[config.mk]
export PLATFORM = sky130hd
export DESIGN_NAME = mem_reinit_sequencer
export DESIGN_NICKNAME = d
export VERILOG_FILES = /design/src/rtl/mem_reinit_sequencer.sv
export SDC_FILE = /design/constraint.sdc
export NUM_CORES = 1
export LEC_CHECK = 0
export ABC_AREA = 1
export ABC_CLOCK_PERIOD_IN_PS = 5300
export BUFFER_PORTS_ARGS = -buffer_cell sky130_fd_sc_hd__buf_2
export CAP_MARGIN = 20
export CORE_AREA = 3 3 154 156
export CTS_CLUSTER_SIZE = 20
export DETAILED_ROUTE_END_ITERATION = 7
export DIE_AREA = 0 0 157 159
export PLACE_DENSITY = 0.72
export SYNTH_ARGS = -nofsm -noshare
export SYNTH_HDL_FRONTEND = slang
export SYNTH_SLANG_ARGS = --single-unit
[constraint.sdc]
create_clock -name clk -period 5.3 [get_ports clk]
set_input_delay 0 -clock clk [delete_from_list [all_inputs] [get_ports clk]]
set_output_delay 0 -clock clk [all_outputs]
set_load 0.01 [all_outputs]
[src/rtl/mem_reinit_sequencer.sv]
// mem_reinit_sequencer
//
// Re-initialises a simple-dual-port block RAM. The RAM has one read port and
// one write port, and it writes on every clock. A run has two phases: it fills
// every word with a pattern, then reads every word back and compares it with
// that pattern. When no run is active, the user port passes straight through
// to the RAM.
//
// Handshake: start is a one-cycle request that is sampled only in IDLE and
// ignored at other times. done is a one-cycle completion pulse. pass,
// err_count and first_err_addr are stable from the done cycle until the next
// accepted start. abort ends a run early and produces no done pulse.
//
// Ports:
//   clk, reset              clock, asynchronous active-high reset
//   start, abort            run request / run cancel
//   mode, fill              pattern select and seed, latched on start
//   busy, done, pass        run status
//   err_count               mismatches in the last or current run
//   first_err_addr          address of the first mismatch in the run
//   user_raddr/waddr/din    user RAM port, forwarded while idle
//   user_dout               RAM read data (always mem_dout)
//   mem_raddr/waddr/din     RAM address and data ports
//   mem_dout                RAM read data, one-cycle registered read
module mem_reinit_sequencer #(
    parameter int WID_MEM   = 64,
    parameter int DEPTH_MEM = 512,
    parameter int AW        = 9
) (
    input  logic               clk,
    input  logic               reset,
    input  logic               start,
    input  logic               abort,
    input  logic               mode,
    input  logic [WID_MEM-1:0] fill,
    output logic               busy,
    output logic               done,
    output logic               pass,
    output logic [AW:0]        err_count,
    output logic [AW-1:0]      first_err_addr,
    input  logic [AW-1:0]      user_raddr,
    input  logic [AW-1:0]      user_waddr,
    input  logic [WID_MEM-1:0] user_din,
    output logic [WID_MEM-1:0] user_dout,
    output logic [AW-1:0]      mem_raddr,
    output logic [AW-1:0]      mem_waddr,
    output logic [WID_MEM-1:0] mem_din,
    input  logic [WID_MEM-1:0] mem_dout
);

    typedef enum logic [2:0] {
        S_IDLE,
        S_FILL,
        S_VERIFY,
        S_DRAIN,
        S_DONE
    } state_t;

    state_t             state;
    state_t             state_nx;
    logic [AW-1:0]      addr_q;
    logic [AW-1:0]      addr_nx;
    logic               mode_q;
    logic [WID_MEM-1:0] fill_q;
    logic [WID_MEM-1:0] pattern;
    logic               last_addr;

    // Compare pipeline. The RAM returns data one cycle after the address is
    // presented, so the expected word and its address wait here for one cycle.
    logic               cmp_valid;
    logic [AW-1:0]      cmp_addr;
    logic [WID_MEM-1:0] cmp_exp;
    logic               mismatch;
    logic [AW:0]        err_nx;

    assign last_addr = (addr_q == AW'(DEPTH_MEM - 1));
    assign pattern   = mode_q ? (fill_q ^ {{(WID_MEM-AW){1'b0}}, addr_q}) : fill_q;

    // An abort discards the compare that is in flight in that cycle.
    assign mismatch  = cmp_valid && !abort && (mem_dout != cmp_exp);
    assign err_nx    = err_count + {{AW{1'b0}}, mismatch};

    assign busy      = (state != S_IDLE);
    assign done      = (state == S_DONE);
    assign user_dout = mem_dout;

    // The RAM writes every cycle. Every busy state drives the controller
    // address and pattern, so the writes in VERIFY, DRAIN and DONE rewrite
    // data that is already there.
    always_comb begin
        mem_raddr = user_raddr;
        mem_waddr = user_waddr;
        mem_din   = user_din;
        if (state != S_IDLE) begin
            mem_raddr = addr_q;
            mem_waddr = addr_q;
            mem_din   = pattern;
        end
    end

    always_comb begin
        state_nx = state;
        addr_nx  = addr_q;
        case (state)
            S_IDLE: begin
                if (start) begin
                    state_nx = S_FILL;
                    addr_nx  = '0;
                end
            end
            S_FILL: begin
                if (abort) begin
                    state_nx = S_IDLE;
                    addr_nx  = '0;
                end else if (last_addr) begin
                    state_nx = S_VERIFY;
                    addr_nx  = '0;
                end else begin
                    addr_nx = addr_q + 1'b1;
                end
            end
            S_VERIFY: begin
                if (abort) begin
                    state_nx = S_IDLE;
                    addr_nx  = '0;
                end else if (last_addr) begin
                    // The address stays at the last word through DRAIN.
                    state_nx = S_DRAIN;
                end else begin
                    addr_nx = addr_q + 1'b1;
                end
            end
            S_DRAIN: begin
                if (abort) begin
                    state_nx = S_IDLE;
                    addr_nx  = '0;
                end else begin
                    state_nx = S_DONE;
                end
            end
            S_DONE: begin
                // The run is complete, so an abort here changes nothing.
                state_nx = S_IDLE;
                addr_nx  = '0;
            end
            default: begin
                state_nx = S_IDLE;
                addr_nx  = '0;
            end
        endcase
    end

    always_ff @(posedge clk or posedge reset) begin
        if (reset) begin
            state          <= S_IDLE;
            addr_q         <= '0;
            mode_q         <= 1'b0;
            fill_q         <= '0;
            cmp_valid      <= 1'b0;
            cmp_addr       <= '0;
            cmp_exp        <= '0;
            err_count      <= '0;
            first_err_addr <= '0;
            pass           <= 1'b0;
        end else begin
            state     <= state_nx;
            addr_q    <= addr_nx;
            cmp_valid <= (state == S_VERIFY) && !abort;
            cmp_addr  <= addr_q;
            cmp_exp   <= pattern;
            if (state == S_IDLE && start) begin
                mode_q         <= mode;
                fill_q         <= fill;
                err_count      <= '0;
                first_err_addr <= '0;
                pass           <= 1'b0;
            end else begin
                if (mismatch) begin
                    err_count <= err_nx;
                    if (err_count == '0) begin
                        first_err_addr <= cmp_addr;
                    end
                end
                // The final compare completes in DRAIN, so pass is valid
                // during the done cycle.
                if (state == S_DRAIN) begin
                    pass <= !abort && (err_nx == '0);
                end
            end
        end
    end

endmodule

==> results.yml <==
logic_synthesis:
  syn-instance-count: 1246
  ys_types: 30
  ys.flop_type: "dfrtp_1"
  synth_warnings: 0
  synth.cell_area_um2: 8960
  synth_nets: 1465
  synth_seq_cells: 171
  synth_edf_count: 0
  synth_area_per_cell_um2: 7.19
  synth.yosys.seq_area_share_pct: 47.8
  synth_top_area_share_pct: 47.8
  synthTopCellsByArea: "dfrtp_1, nand2_1, inv_1, buf_4, nor2_1"
  yosysTopAreaCell: "dfrtp_1"
  async_reset_ff_share_pct: 100
die:
  rows: 55
  die_area_um2: 25000
  top_level_ports: 383
  dieHeight_um: 159
  core_area_um2: 22500
  initial_core_util_pct: 39.8
  die_width_um: 157
placed_design:
  pre_cts_ws_ns: 2.50
  port_buffers: 382
  gp_congestion: 0.870
  hpwl_um: 19900
clock_network:
  clk_pin_slew_ns: 0.07
  postCtsResizedCells: 0
  clockBufferDepth: 2
  postCtsSetupRepairBufs: 0
  cts_buffers: 17
  cts_sinks: 171
  htree_levels: 4
  cts_root_buf: "clkbuf_16"
  clkLatencyLatePin_ns: 0.42
  cts_tree: "done"
min_path:
  hold_path.class: "in2reg"
  hold_path_startpoint: "start"
  hold_end: "state[0]"
  whs_path_depth: 5
setup_path:
  worst_path_most_repeated_cell: "nor2_1"
  critPathRequiredTime_ns: 5.64
  timing.rr.end: "pass"
  critical-path-top-delay-family: "simple AND/OR/NAND/NOR gates"
  r2r-start: "cmp_exp[9]"
  crit_type: "reg2reg"
  crit_path_end_kind: "register"
  slowest_delay_ns: 0.38
  r2r_slack_ns: 2.51
  critPathSlowestCell: "dfrtp_1"
  cp_max_fo: 8
  cp-start-kind: "register"
  path_buf_inv: 1
  startpoint: "cmp_exp[9]"
  cp.arrival_ns: 3.13
  ff2ff_path_depth: 17
  crit_chain: "nor2_1 -> nor2_1 -> nor2_1 -> nand2_1 -> nor2_1 -> nand2_1 -> nor2_1 -> nand2_2 -> nand2_4 -> inv_1 -> ha_1 -> ha_1 -> nor4_1 -> nand3_1 -> nor2_1 -> nand3b_1 -> a21oi_1"
final_layout:
  syn_to_final_growth_pct: 32.8
  num-nets-final: 1839
  drive_above_1_share_pct: 27.1
grt:
  grt_max_degree: 94
  antenna_found_initial: 3
  grtUsageTotal_pct: 21.4
  grt_pass1_wl_um: 42300
  grt_pass1_vias: 8453
  grt-ovfl-total: 0
timing:
  relSlewSlack_pct: 31.2
  hold_viol_final: 0
  setup_slack_ns: 2.51
  max_freq_ghz: 0.359
  tns_ns: 0
  skew_ns: 0.0125
  setup_viol: 0
  slew_viol_final: 0
  rsz0062_at_grt: "no"
  layout_min_cycle_time_ns: 2.79
  finalCritPeriodShare_pct: 52.5
  worst_slew_pin_slew_ns: 1.03
detailed_routing:
  drt_pass1_iterations: 4
  vias_per_cell: 4.54
  drt_wl_total_um: 27300
  post-route-drc-count: 0
  drt_iter0_drc: 426
  ant_nets: 0
  vias: 8707
  post_drt_wl_per_cell_um: 14.2
job:
  max_cap_violations: 0
pwr:
  p_per_area_nw_per_um2: 502
  leakage_uw: 0.00726
  ir_worst_vdd_mv: 0.329
run_status:
  status: "completed"
[how the worst max path moves through the flow]
stage | end | slack [ns] | depth (start not counted)
after detailed placement | pass | 2.50 | 17
after global routing | pass | 2.08 | 18
after global placement | pass | 2.57 | 17
after floorplan | addr_q[0] | 0.67 | 1
after CTS | pass | 2.47 | 18
final | pass | 2.51 | 17
[worst min-delay path, stage by stage]
cell and delay [ns]:
buf_2 0.08, inv_1 0.07, nand2_1 0.11, nand2_1 0.08, o21ai_0 0.13
[cells in the mapped netlist (3+ instances only)]
cell,instances
clkbuf_1,16
xor2_1,27
nand2_4,3
inv_2,3
nand2_1,621
buf_4,64
nor2_1,96
inv_1,139
buf_1,6
dfrtp_1,171
ha_1,4
buf_2,13
nor3_1,4
o21ai_1,3
o21ai_0,18
o21ai_2,8
nand4_1,11
nand3_1,24
[timing repair]
action / 4_1_cts / 5_1_grt
setup endpoints to repair: 0 / 0
endpoints found under the hold margin: 107 / 0
hold buffers: 67 / 0
[power breakdown]
| part | total (uW) | leakage, uW | internal [uW] | switching (uW) |
|---|---|---|---|---|
| combinational | 2570 | 0.00481 | 923 | 1650 |
| clock | 1240 | 0.000276 | 684 | 554 |
| sequential | 2160 | 0.00218 | 1810 | 347 |
| total | 5970 | 0.00726 | 3420 | 2550 |
[logic make-up (layout without fill, tap and decap cells)]
family,after synthesis,count (layout),share of synthesized area (%)
adder cells (fa/ha/maj),4,4,0.559
AO/OA/AOI/OAI,33,33,2.35
other,0,1,0
XOR/XNOR,27,27,2.64
flip-flops,171,171,47.8
buffers and inverters,242,629,13.1
AND/OR/NAND/NOR,769,769,33.6
[layer usage]
| metal | track usage [%] | share of wire, % | up-vias |
|---|---|---|---|
| met5 | 0 | 0.095 | - |
| met4 | 6.09 | 1.9 | 4 |
| met1 | 25.9 | 41 | 3981 |
| met2 | 38.7 | 52 | 302 |
| li1 | - | - | 4384 |
| met3 | 3.89 | 5.5 | 36 |
[flip-flops by register name, indices dropped and copies added, names as in the netlist]
name and count:
addr_q 9, cmp_valid 1, cmp_exp 64, pass 1
first_err_addr 9, fill_q 64, state 3, err_count 10
cmp_addr 9, mode_q 1
[layout by cell type (no fill, tap or decap), drive strengths merged, types with 4 or more instances in the layout]
cell type / count
dfrtp: 171
clkinvlp: 4
o21ai: 29
ha: 4
nor3: 5
inv: 146
nor2: 99
clkinv: 4
nand4: 11
nand3: 25
buf: 388
xor2: 27
clkbuf: 19
dlygate4sd3: 67
nand2: 625
[metrics by stage]
stage	utilization [%]	total power [uW]	hold slack, ns	cell area, um2	std cells
after detailed placement	47.3	4730	0.0278	10600	1819
final	52.9	5970	0.0938	11900	1919
after CTS	52.9	6020	0.0610	11900	1918
after global routing	52.9	6470	0.114	11900	1919
after floorplan	-	3760	0.0918	8960	1246
after global placement	47.3	4650	0.0225	10600	1819
[final cells by class]
cell class / count / area (um2)
Multi-Input combinational cell: 833 / 3510
Fill cell: 2157 / 10600
Tap cell: 285 / 357
Antenna cell: 1 / 2.50
Clock buffer: 19 / 453
Timing Repair Buffer: 455 / 2630
Sequential cell: 171 / 4280
Inverter: 142 / 539
Clock inverter: 13 / 131
(Power assumes the default switching activity.)
